$ cat src/rtl/aes_round_ctrl.sv
// Round sequencer for an iterative AES-128 encryptor: owns the state register and round
// counter, steps an external round datapath and key store, and hands off the ciphertext.
module aes_round_ctrl #(
    parameter int BYTE   = 8,
    parameter int LENGTH = 128,
    parameter int ROUNDS = 10
) (
    input  logic              clk,
    input  logic              rst_n,
    input  logic              flush,
    input  logic              in_valid,
    output logic              in_ready,
    input  logic [LENGTH-1:0] in_data,
    output logic [3:0]        rk_idx,
    input  logic [LENGTH-1:0] rk,
    output logic [LENGTH-1:0] dp_state,
    output logic              dp_last,
    input  logic [LENGTH-1:0] dp_result,
    output logic              out_valid,
    input  logic              out_ready,
    output logic [LENGTH-1:0] out_data,
    output logic              busy
);

    localparam int          NBYTES     = LENGTH / BYTE;
    localparam logic [3:0]  LAST_ROUND = 4'(ROUNDS);

    typedef enum logic [1:0] {IDLE, RUN, DONE} state_e;

    state_e              fsm_q, fsm_d;
    logic [3:0]          round_q, round_d;
    logic [LENGTH-1:0]   state_q, state_d;
    logic [LENGTH-1:0]   init_blk;

    // Initial AddRoundKey with round key 0, applied as the plaintext is captured.
    for (genvar gb = 0; gb < NBYTES; gb++) begin : g_init_ark
        assign init_blk[gb*BYTE +: BYTE] = in_data[gb*BYTE +: BYTE] ^ rk[gb*BYTE +: BYTE];
    end

    always_ff @(posedge clk or negedge rst_n) begin
        if (!rst_n) begin
            fsm_q   <= IDLE;
            round_q <= 4'd0;
            state_q <= '0;
        end else begin
            fsm_q   <= fsm_d;
            round_q <= round_d;
            state_q <= state_d;
        end
    end

    always_comb begin
        fsm_d   = fsm_q;
        round_d = round_q;
        state_d = state_q;
        case (fsm_q)
            IDLE: begin
                if (in_valid) begin
                    state_d = init_blk;
                    round_d = 4'd1;
                    fsm_d   = RUN;
                end
            end
            RUN: begin
                state_d = dp_result;
                if (round_q == LAST_ROUND) fsm_d = DONE;
                else                       round_d = round_q + 4'd1;
            end
            DONE: begin
                if (out_ready) begin
                    fsm_d   = IDLE;
                    round_d = 4'd0;
                end
            end
            default: fsm_d = IDLE;
        endcase
        // Abort wins over accept, round step and hand-off alike.
        if (flush) begin
            fsm_d   = IDLE;
            round_d = 4'd0;
            state_d = '0;
        end
    end

    always_comb begin
        rk_idx = 4'd0;
        case (fsm_q)
            RUN:     rk_idx = round_q;
            DONE:    rk_idx = LAST_ROUND;
            default: rk_idx = 4'd0;
        endcase
    end

    assign in_ready  = (fsm_q == IDLE);
    assign busy      = (fsm_q != IDLE);
    assign out_valid = (fsm_q == DONE);
    assign dp_last   = (fsm_q == RUN) && (round_q == LAST_ROUND);
    assign dp_state  = state_q;
    assign out_data  = state_q;

endmodule

$ cat config.mk
export PLATFORM = sky130hd
export DESIGN_NAME = aes_round_ctrl
export DESIGN_NICKNAME = d
export VERILOG_FILES = /design/src/rtl/aes_round_ctrl.sv
export SDC_FILE = /design/constraint.sdc
export NUM_CORES = 1
export LEC_CHECK = 0
export ABC_AREA = 1
export CORE_AREA = 8 8 247 249
export CTS_BUF_LIST = sky130_fd_sc_hd__clkbuf_16
export CTS_CLUSTER_SIZE = 40
export DETAILED_ROUTE_END_ITERATION = 10
export DIE_AREA = 0 0 255 257
export SYNTH_ARGS = -nofsm -noshare
export SYNTH_HDL_FRONTEND = slang
export SYNTH_SLANG_ARGS = --single-unit
$ cat constraint.sdc
create_clock -name clk -period 2 [get_ports clk]
set_input_delay 0.4 -clock clk [delete_from_list [all_inputs] [get_ports clk]]
set_output_delay 0.4 -clock clk [all_outputs]
set_load 0.02 [all_outputs]
Word level (Yosys, flattened, before mapping)
Cells that the tools add are included.
{ "totals": {"romBits": 0, "memories": 0, "mem_bits_rw": 0, "wordCells": 49, "input_bits": 389, "out_inout_bits": 264, "register_bits": 134, "latchBits": 0} }
{ "classes": {"n_div": 0, "shifts": 0, "reduce_logical": 8, "magnitude_cmp": 0, "n_mux": 14, "n_mul": 0, "n_eq_ne": 7, "add_sub_neg": 1, "n_bitwise": 16} }
{ "op_table": {"columns": ["operator", "n"], "rows": [
  ["$mux W128", 2],
  ["$pmux W128 S2", 1],
  ["$xor A8 B8 Y8", 16],
  ["$mux W4", 4],
  ["$pmux W4 S3", 1],
  ["$ne A3 B3 Y1 const B", 3],
  ["$mux W2", 4],
  ["$pmux W4 S2", 1],
  ["$pmux W2 S3", 1],
  ["$add A4 B1 Y4 const B", 1],
  ["$eq A4 B4 Y1 const B", 1],
  ["$reduce_and A4 Y1", 1],
  ["$reduce_bool A4 Y1", 1],
  ["$ne A3 B2 Y1 const B", 1],
  ["$reduce_and A3 Y1", 1],
  ["$reduce_bool A3 Y1", 1],
  ["$eq A2 B1 Y1 const B", 1],
  ["$eq A2 B2 Y1 const B", 1],
  ["$logic_not A2 Y1", 1],
  ["$reduce_and A2 Y1", 1],
  ["$reduce_bool A2 Y1", 1],
  ["$logic_and A1 B1 Y1", 1]
]} }

Longest topological paths before layout
Gate-level depths: netlist (run 1).
{ "depth": {"depth_word": 4, "depth_mapped": 10, "mapped_depth_nobuf": 10} }

Worst setup path before layout (run 1)
Ideal clock, no wire load.
{ "synth_path": {"path_type": "flip-flop to output port", "startpoint": "register fsm_q[1]", "endpoint": "output port rk_idx[1]", "t_required_ps": 1600, "stages_incl_launch_ff": 8, "n_path_buf": 3, "t_arrival_ps": 1533, "path_slack_ps": 67, "cell_sequence": "dfrtp_1 -> inv_1 -> ha_1 -> buf_4 -> buf_2 -> buf_2 -> nand2_1 -> a21oi_1"} }
{ "synth_between": {"elab_chain_len": 2} }
{ "synth_rtl": {"columns": ["item", "line_no", "source"], "rows": [
  ["start, declared", "30", "state_e fsm_q, fsm_d;"],
  ["start signal, assigned", "46", "fsm_q <= fsm_d;"],
  ["$eq A2 B2 Y1 / $eq A2 B1 Y1 (equally long branches)", "87", "case (fsm_q)"],
  ["$pmux W4 S2 (*)", "87", null],
  ["end, declared", "14", "output logic [3:0] rk_idx,"]
]} }
Mark *: on every way between the ends. The rest lies on a longest branch, timed or not.

Worst setup path after layout (run 1)
{ "layout_path": {"startpoint": "register fsm_q[0]", "endpoint": "output port rk_idx[1]"} }
The elaborated chain is that of the path after synthesis.

==> summary.txt, run 1 <==
Yosys
  • #FFs+latches synth: 134
  • Gate Count Post-Synth: 1029
  • Asr flop ratio synth: 100%
  • Mapped Nets: 1425
  • Adder-Cell Fraction of Synth Area: 1.02%
  • Synth Cell Area: 8600 µm²
  • Synth Area in Compound Gates: 26.5%
  • Yosys Warn Count: 0
  • Post-synth EDFFs: 0
  • Main combinational cell family by area after synthesis: compound AO/OA/AOI/OAI gates
  • Area leader, netlist: dfrtp_1
  • Sequential-to-total area share from yosys stat: 39.0%
  • Xor and xnor area share after synthesis: 0%
  • Simple-Gate Fraction of Synth Area: 17.2%
  • Top-area cell type share of the netlist area: 39.0%
  • Ranking of synthesized cells by area: dfrtp_1 (39%), buf_4 (12%), a22oi_1 (11%), or2_2 (9.4%), a21oi_1 (7.6%)
  • Synth unique cells: 23
  • Top_reg_cell synth: dfrtp_1
  • Syn Area/Cell: 8.35 µm²
  • Post-synthesis mux area share: 0%

Detailed routing
  • DRT met1 WL: 17100 µm
  • DR vias: 9489
  • Total length of routed met2 wires: 22300 µm
  • Vias per std cell: 4.06
  • DR DRC count: 0
  • DR top layer: met5
  • Post-route ant nets: 0
  • WL final: 45000 µm
  • Average wire per standard cell: 19.3 µm
  • Detailed Route Iter0 Violations: 385
  • DR pass1 iterations: 5
  • Metal3 WL: 4170 µm

Die
  • I/O Pins: 653
  • Die Ht: 257 µm
  • Die X-Extent: 255 µm
  • Core ar.: 57000 µm²
  • # rows: 88
  • Die ar.: 65500 µm²
  • Initial Util: 15.1%

Clock tree
  • Root buf cell: clkbuf_16
  • Clk slew on worst S/H paths: 0.06 ns
  • CTS Sinks: 134
  • Clock Tree Buf Depth: 2
  • CTS buffer count: 17
  • Clock Latency Late Sink: 0.47 ns
  • CTS tree: built
  • H-tree depth: 4

STA
  • RSZ-0062 raised after global routing: true
  • Tightest Pin Transition: 0.445 ns
  • Fmax: 0.497 GHz
  • Fin crit period: 2.01 ns
  • Final Hold Viols: 0
  • Slew margin rel.: 70.3%
  • Clock skew: 0.00910 ns
  • Tcrit/Tclk final: 101%
  • Fin. max-slew vios: 0
  • Final setup viols: 1
  • Final setup margin: -0.0106 ns

GRT
  • GRT Resource Usage Total: 12.4%
  • First-pass GRT wire length: 61700 µm
  • Initial antenna violation count: 2
  • Vias in the first global route: 9963
  • Total gr overflow: 0
  • Largest net degree at the start of global routing: 68

Placement
  • Routability cong.: 0.888
  • HPWL after DPL: 34700 µm
  • DP Area: 15100 µm²
  • I/O Buffers: 652

Cells and area
  • Commonest non-fill, non-tap cells in the layout: clkdlybuf4s50_1 (608), nand2_1 (144), dfrtp_1 (131), a21oi_1 (129), or2_2 (129)
  • Design area: 16000 µm²
  • Commonest non-fill, non-tap cell in the layout: clkdlybuf4s50_1
  • Area Growth Syn to Fin: 86.3%
  • Final nets: 1953
  • Fillers: 6136
  • Layout cell share with drive strength beyond 1: 14.8%

Run status
  • Outcome: finished, violations left
  • Failing checks: setup timing

Pwr
  • Switch Pwr: 7.67 mW
  • Max IR drop VDD: 0.853 mV
  • Clock network fraction of total power: 18.2%
  • Gate power share: 57.0%
  • Pleak: 6.42 nW
  • Pint: 10.4 mW
  • Total power: 18.0 mW
  • Cell Pwr Density: 1130 nW/µm²
  • Switching Fraction: 42.5%
  • Sequential group share of total power: 24.9%

Worst hold path
  • Min-delay worst type: input pin to async pin

Setup path
  • CP max FO: 3
  • CP required: 1.60 ns
  • Kind of critical path: flop to output port
  • Startpoint Class: flop
  • Setup crit end kind: output port
  • Critical path arrival: 1.61 ns

Run
  • MaxCap Viol Count: 0
-- critical path: stages, from the launching register on --
cell,delay (ns)
dfrtp_1,0.37
inv_2,0.07
ha_4,0.28
inv_2,0.04
buf_6,0.11
a21oi_4,0.13
buf_6,0.14
-- worst paths after layout --
path / from / to / slack [ns] / depth (start not counted)
min in group clk: dp_state[105] / dp_state[105] / 0.52 / 2
min: rst_n / dp_state[56] / 0.51 / 3
max in group asynchronous: rst_n / dp_state[2] / 1.07 / 3
max reg2reg: fsm_q[0] / dp_state[106] / 0.10 / 11
min reg2reg: dp_state[105] / dp_state[105] / 0.52 / 2
max: fsm_q[0] / rk_idx[1] / -0.01 / 6
-- Yosys cell counts, types with 2 or more instances --
cell type / instances
nand2_1: 149
buf_4: 141
dfrtp_1: 134
a21oi_1: 130
or2_2: 129
a22oi_1: 128
o21ai_1: 120
buf_2: 24
buf_6: 13
inv_1: 13
o21ai_0: 10
nor2_1: 9
clkbuf_1: 7
ha_1: 7
nand3_1: 5
nand3_2: 2
nand4_1: 2
-- power by group through the flow --
| stage | sequential (mW) | clock, mW | combinational, mW |
|---|---|---|---|
| finish | 4.48 | 3.28 | 10.3 |
| global route | 4.60 | 3.52 | 10.9 |
| CTS | 4.50 | 3.46 | 9.98 |
| detailed placement | 4.53 | 0 | 10.0 |
| global placement | 4.50 | 0 | 9.92 |
| floorplan | 5.20 | 0 | 4.90 |
-- logic make-up (layout without fill, tap and decap cells) --
kind of cell | count (synthesis) | count (layout)
AOI/OAI and AO/OA | 390 | 390
other | 0 | 1
adders and majority gates | 7 | 7
and+or+nand+nor | 299 | 299
buffers and inverters | 199 | 740
DFF | 134 | 134
-- state kept, by name, indices dropped and copies added, names as in the netlist --
register,count
fsm_q,2
round_q,4
dp_state,128
-- cell type report --
cell class / instances / area, µm² / share of cell area [%]
Clock inverter: 15 / 161 / 1.01
Clock buffer: 17 / 425 / 2.66
Timing Repair Buffer: 694 / 7110 / 44.4
Inverter: 14 / 52.6 / 0.328
Antenna cell: 1 / 2.50 / 0.0156
Sequential cell: 134 / 3360 / 21.0
Multi-Input combinational cell: 696 / 3950 / 24.7
Tap cell: 765 / 957 / 5.98
-- per-stage QoR --
stage	utilization, %	TNS (ns)	hold slack (ns)	instances	setup WS, ns
2_1_floorplan	-	0	0.104	1029	0.0670
3_3_place_gp	26.4	-0.0101	0.411	2286	-0.0101
3_5_place_dp	26.4	-0.0329	0.412	2286	-0.0304
4_1_cts	27.5	-0.195	0.477	2324	-0.0860
5_1_grt	28.1	-0.261	0.530	2335	-0.0938
6_report	28.1	-0.0106	0.508	2336	-0.0106
-- layer usage --
metal | global-route usage (%) | up-vias
met5 | 0 | -
met4 | 5.66 | 2
met3 | 4.73 | 61
met2 | 21.8 | 439
met1 | 12.9 | 4456
li1 | - | 4531
-- timing repair --
| action | in CTS | in global routing |
|---|---|---|
| setup endpoints to repair | 45 | 32 |
| gates cloned | 0 | 7 |
| hold buffers | 1 | 0 |
| gates resized for setup | 74 | 21 |
| endpoints found under the hold margin | 134 | 0 |
| pin swaps | 3 | 6 |
| buffers inserted | 5 | 4 |
Power figures use the tool's default switching activity.
==> run 2, diff against run 1 <==
--- a/config.mk
+++ b/config.mk
@@ -8,7 +8,6 @@
 export ABC_AREA = 1
 export CORE_AREA = 8 8 247 249
 export CTS_BUF_LIST = sky130_fd_sc_hd__clkbuf_16
-export CTS_CLUSTER_SIZE = 40
 export DETAILED_ROUTE_END_ITERATION = 10
 export DIE_AREA = 0 0 255 257
 export SYNTH_ARGS = -nofsm -noshare
==> results of run 2 <==
Same layout as run 1: the final DEF is identical, and so are final timing and power.
==> run 3, diff against run 2 <==
--- a/config.mk
+++ b/config.mk
@@ -10,6 +10,7 @@
 export CTS_BUF_LIST = sky130_fd_sc_hd__clkbuf_16
 export DETAILED_ROUTE_END_ITERATION = 10
 export DIE_AREA = 0 0 255 257
+export REMOVE_ABC_BUFFERS = 1
 export SYNTH_ARGS = -nofsm -noshare
 export SYNTH_HDL_FRONTEND = slang
 export SYNTH_SLANG_ARGS = --single-unit
==> run 3 against run 2 <==
- the flow now finishes without violations
- non-clock buffer count rose by 1
- sequential share of layout area rose by 0.13 points
- sequential power barely moved
- flip-flop and latch count did not move
- worst hold slack got worse by 0.036 ns
- fmax rose by 3.9%
- largest cell class unchanged
- largest power group unchanged
==> summary.txt, run 3 (same netlist as run 1, synthesis figures left out) <==
Pwr
  • Total power: 17.7 mW
  • Cell Pwr Density: 1110 nW/µm²
  • Max IR drop VDD: 0.625 mV
  • Pleak: 6.47 nW

Detailed routing
  • DR vias: 9433
  • Vias per std cell: 4.04
  • Average wire per standard cell: 17.7 µm
  • Total length of routed met2 wires: 21200 µm
  • DRT met1 WL: 14800 µm
  • DR top layer: met5
  • DR DRC count: 0
  • WL final: 41500 µm
  • Detailed Route Iter0 Violations: 380
  • DR pass1 iterations: 4
  • Post-route ant nets: 0
  • Metal3 WL: 4080 µm

Clock tree
  • Clk slew on worst S/H paths: 0.06 ns
  • Clock Latency Late Sink: 0.45 ns
  • H-tree depth: 4
  • CTS buffer count: 17
  • Root buf cell: clkbuf_16
  • CTS Sinks: 134
  • Clock Tree Buf Depth: 2
  • CTS tree: built

STA
  • Slew margin rel.: 66.8%
  • Tcrit/Tclk final: 96.7%
  • Fmax: 0.517 GHz
  • Fin. max-slew vios: 0
  • Final setup viols: 0
  • WHS: 0.472 ns
  • Final setup margin: 0.0653 ns
  • Fin crit period: 1.93 ns
  • Final Hold Viols: 0
  • RSZ-0062 raised after global routing: true
  • Tightest Pin Transition: 0.498 ns
  • Sum Neg Setup Slack: 0 ns
  • Clock skew: 0.0100 ns

Setup path
  • Critical path arrival: 1.53 ns
  • WP buf/inv: 1
  • Setup crit end kind: output port
  • Kind of critical path: flop to output port
  • Critical path's slowest cell: clkdlybuf4s50_1
  • CP max FO: 3
  • Startpoint Class: flop
  • CP top delay family: buffers and inverters
  • Worst-path cell chain: clkdlybuf4s50_1
  • Max stage delay on crit path: 0.66 ns
  • CP required: 1.60 ns

Placement
  • Routability cong.: 0.867
  • Dpl ws: 0.0103 ns
  • I/O Buffers: 652
  • DP Area: 15200 µm²
  • HPWL after DPL: 33700 µm

Cells and area
  • Largest register FFs: 128
  • Area Growth Syn to Fin: 84.9%
  • Commonest non-fill, non-tap cell in the layout: clkdlybuf4s50_1
  • Commonest non-fill, non-tap cells in the layout: clkdlybuf4s50_1 (603), nand2_1 (147), dfrtp_1 (134), or2_2 (129)
  • Final nets: 1954
  • Layout cell share with drive strength beyond 1: 14.6%
  • Design area: 15900 µm²

Die
  • Die Ht: 257 µm
  • I/O Pins: 653
  • Die ar.: 65500 µm²
  • Die X-Extent: 255 µm
  • Initial Util: 15.1%
  • Core ar.: 57000 µm²
  • # rows: 88

Run
  • MaxCap Viol Count: 0

GRT
  • First-pass GRT wire length: 59700 µm
  • Initial antenna violation count: 4
  • Total gr overflow: 0
  • Vias in the first global route: 9921
  • GRT Resource Usage Total: 11.9%
  • Largest net degree at the start of global routing: 81

Run status
  • Outcome: completed

Worst hold path
  • Min-delay worst type: input pin to async pin
-- run 3: cell types whose count changed in the layout (fill, tap and decap cells not counted), moves of 4 or more --
| cell | before | now |
|---|---|---|
| buf_16 | 5 | 1 |
| buf_4 | 22 | 32 |
| dlygate4sd2_1 | 34 | 30 |
| dlymetal6s2s_1 | 1 | 10 |
| clkbuf_16 | 23 | 18 |
| clkdlybuf4s50_1 | 608 | 603 |
-- run 3: through the flow --
step	cells	utilization, %
6_report	2337	27.9
2_1_floorplan	844	-
3_3_place_gp	2301	26.7
4_1_cts	2334	27.7
3_5_place_dp	2301	26.7
5_1_grt	2336	27.9
-- run 3: path summary, 6_finish.rpt --
check / end / cells after the start / from / slack [ns]
max reg2reg: dp_state[108] / 8 / fsm_q[1] / 0.11
min reg2reg: dp_state[55] / 2 / dp_state[55] / 0.52
max in group asynchronous: dp_state[84] / 3 / rst_n / 0.99
min: dp_state[62] / 2 / rst_n / 0.47
max: out_data[51] / 1 / dp_state[51] / 0.07
min in group clk: dp_state[55] / 2 / dp_state[55] / 0.52
-- run 3: metal layers --
| layer | GRT usage [%] | vias to the layer above |
|---|---|---|
| met3 | 4.40 | 64 |
| met5 | 0 | - |
| met1 | 11.9 | 4343 |
| li1 | - | 4538 |
| met4 | 5.32 | 2 |
| met2 | 21.6 | 486 |
-- run 3: cell type report --
class,instances,area (µm²)
fillers,6099,41100
flip-flops and latches,134,3350
inverters,14,52.6
well taps,765,957
multi-input cells,696,3930
repair buffers,695,6990
clock inverters,15,186
clock buffers,17,425
diodes,1,2.50
-- run 3: power breakdown --
| group | switching (mW) | internal, mW | leakage, nW |
|---|---|---|---|
| Combinational | 5.18 | 4.69 | 4.43 |
| Clock | 1.29 | 2.06 | 0.293 |
| Sequential | 0.909 | 3.55 | 1.74 |
-- run 3: timing repair --
action | CTS | global route
gates cloned | 0 | 1
pin swaps | 0 | 3
buffers inserted | 0 | 1
gates resized for setup | 61 | 30
setup endpoints to repair | 42 | 19
hold buffers | 1 | 0
hold endpoints to repair | 29 | 0
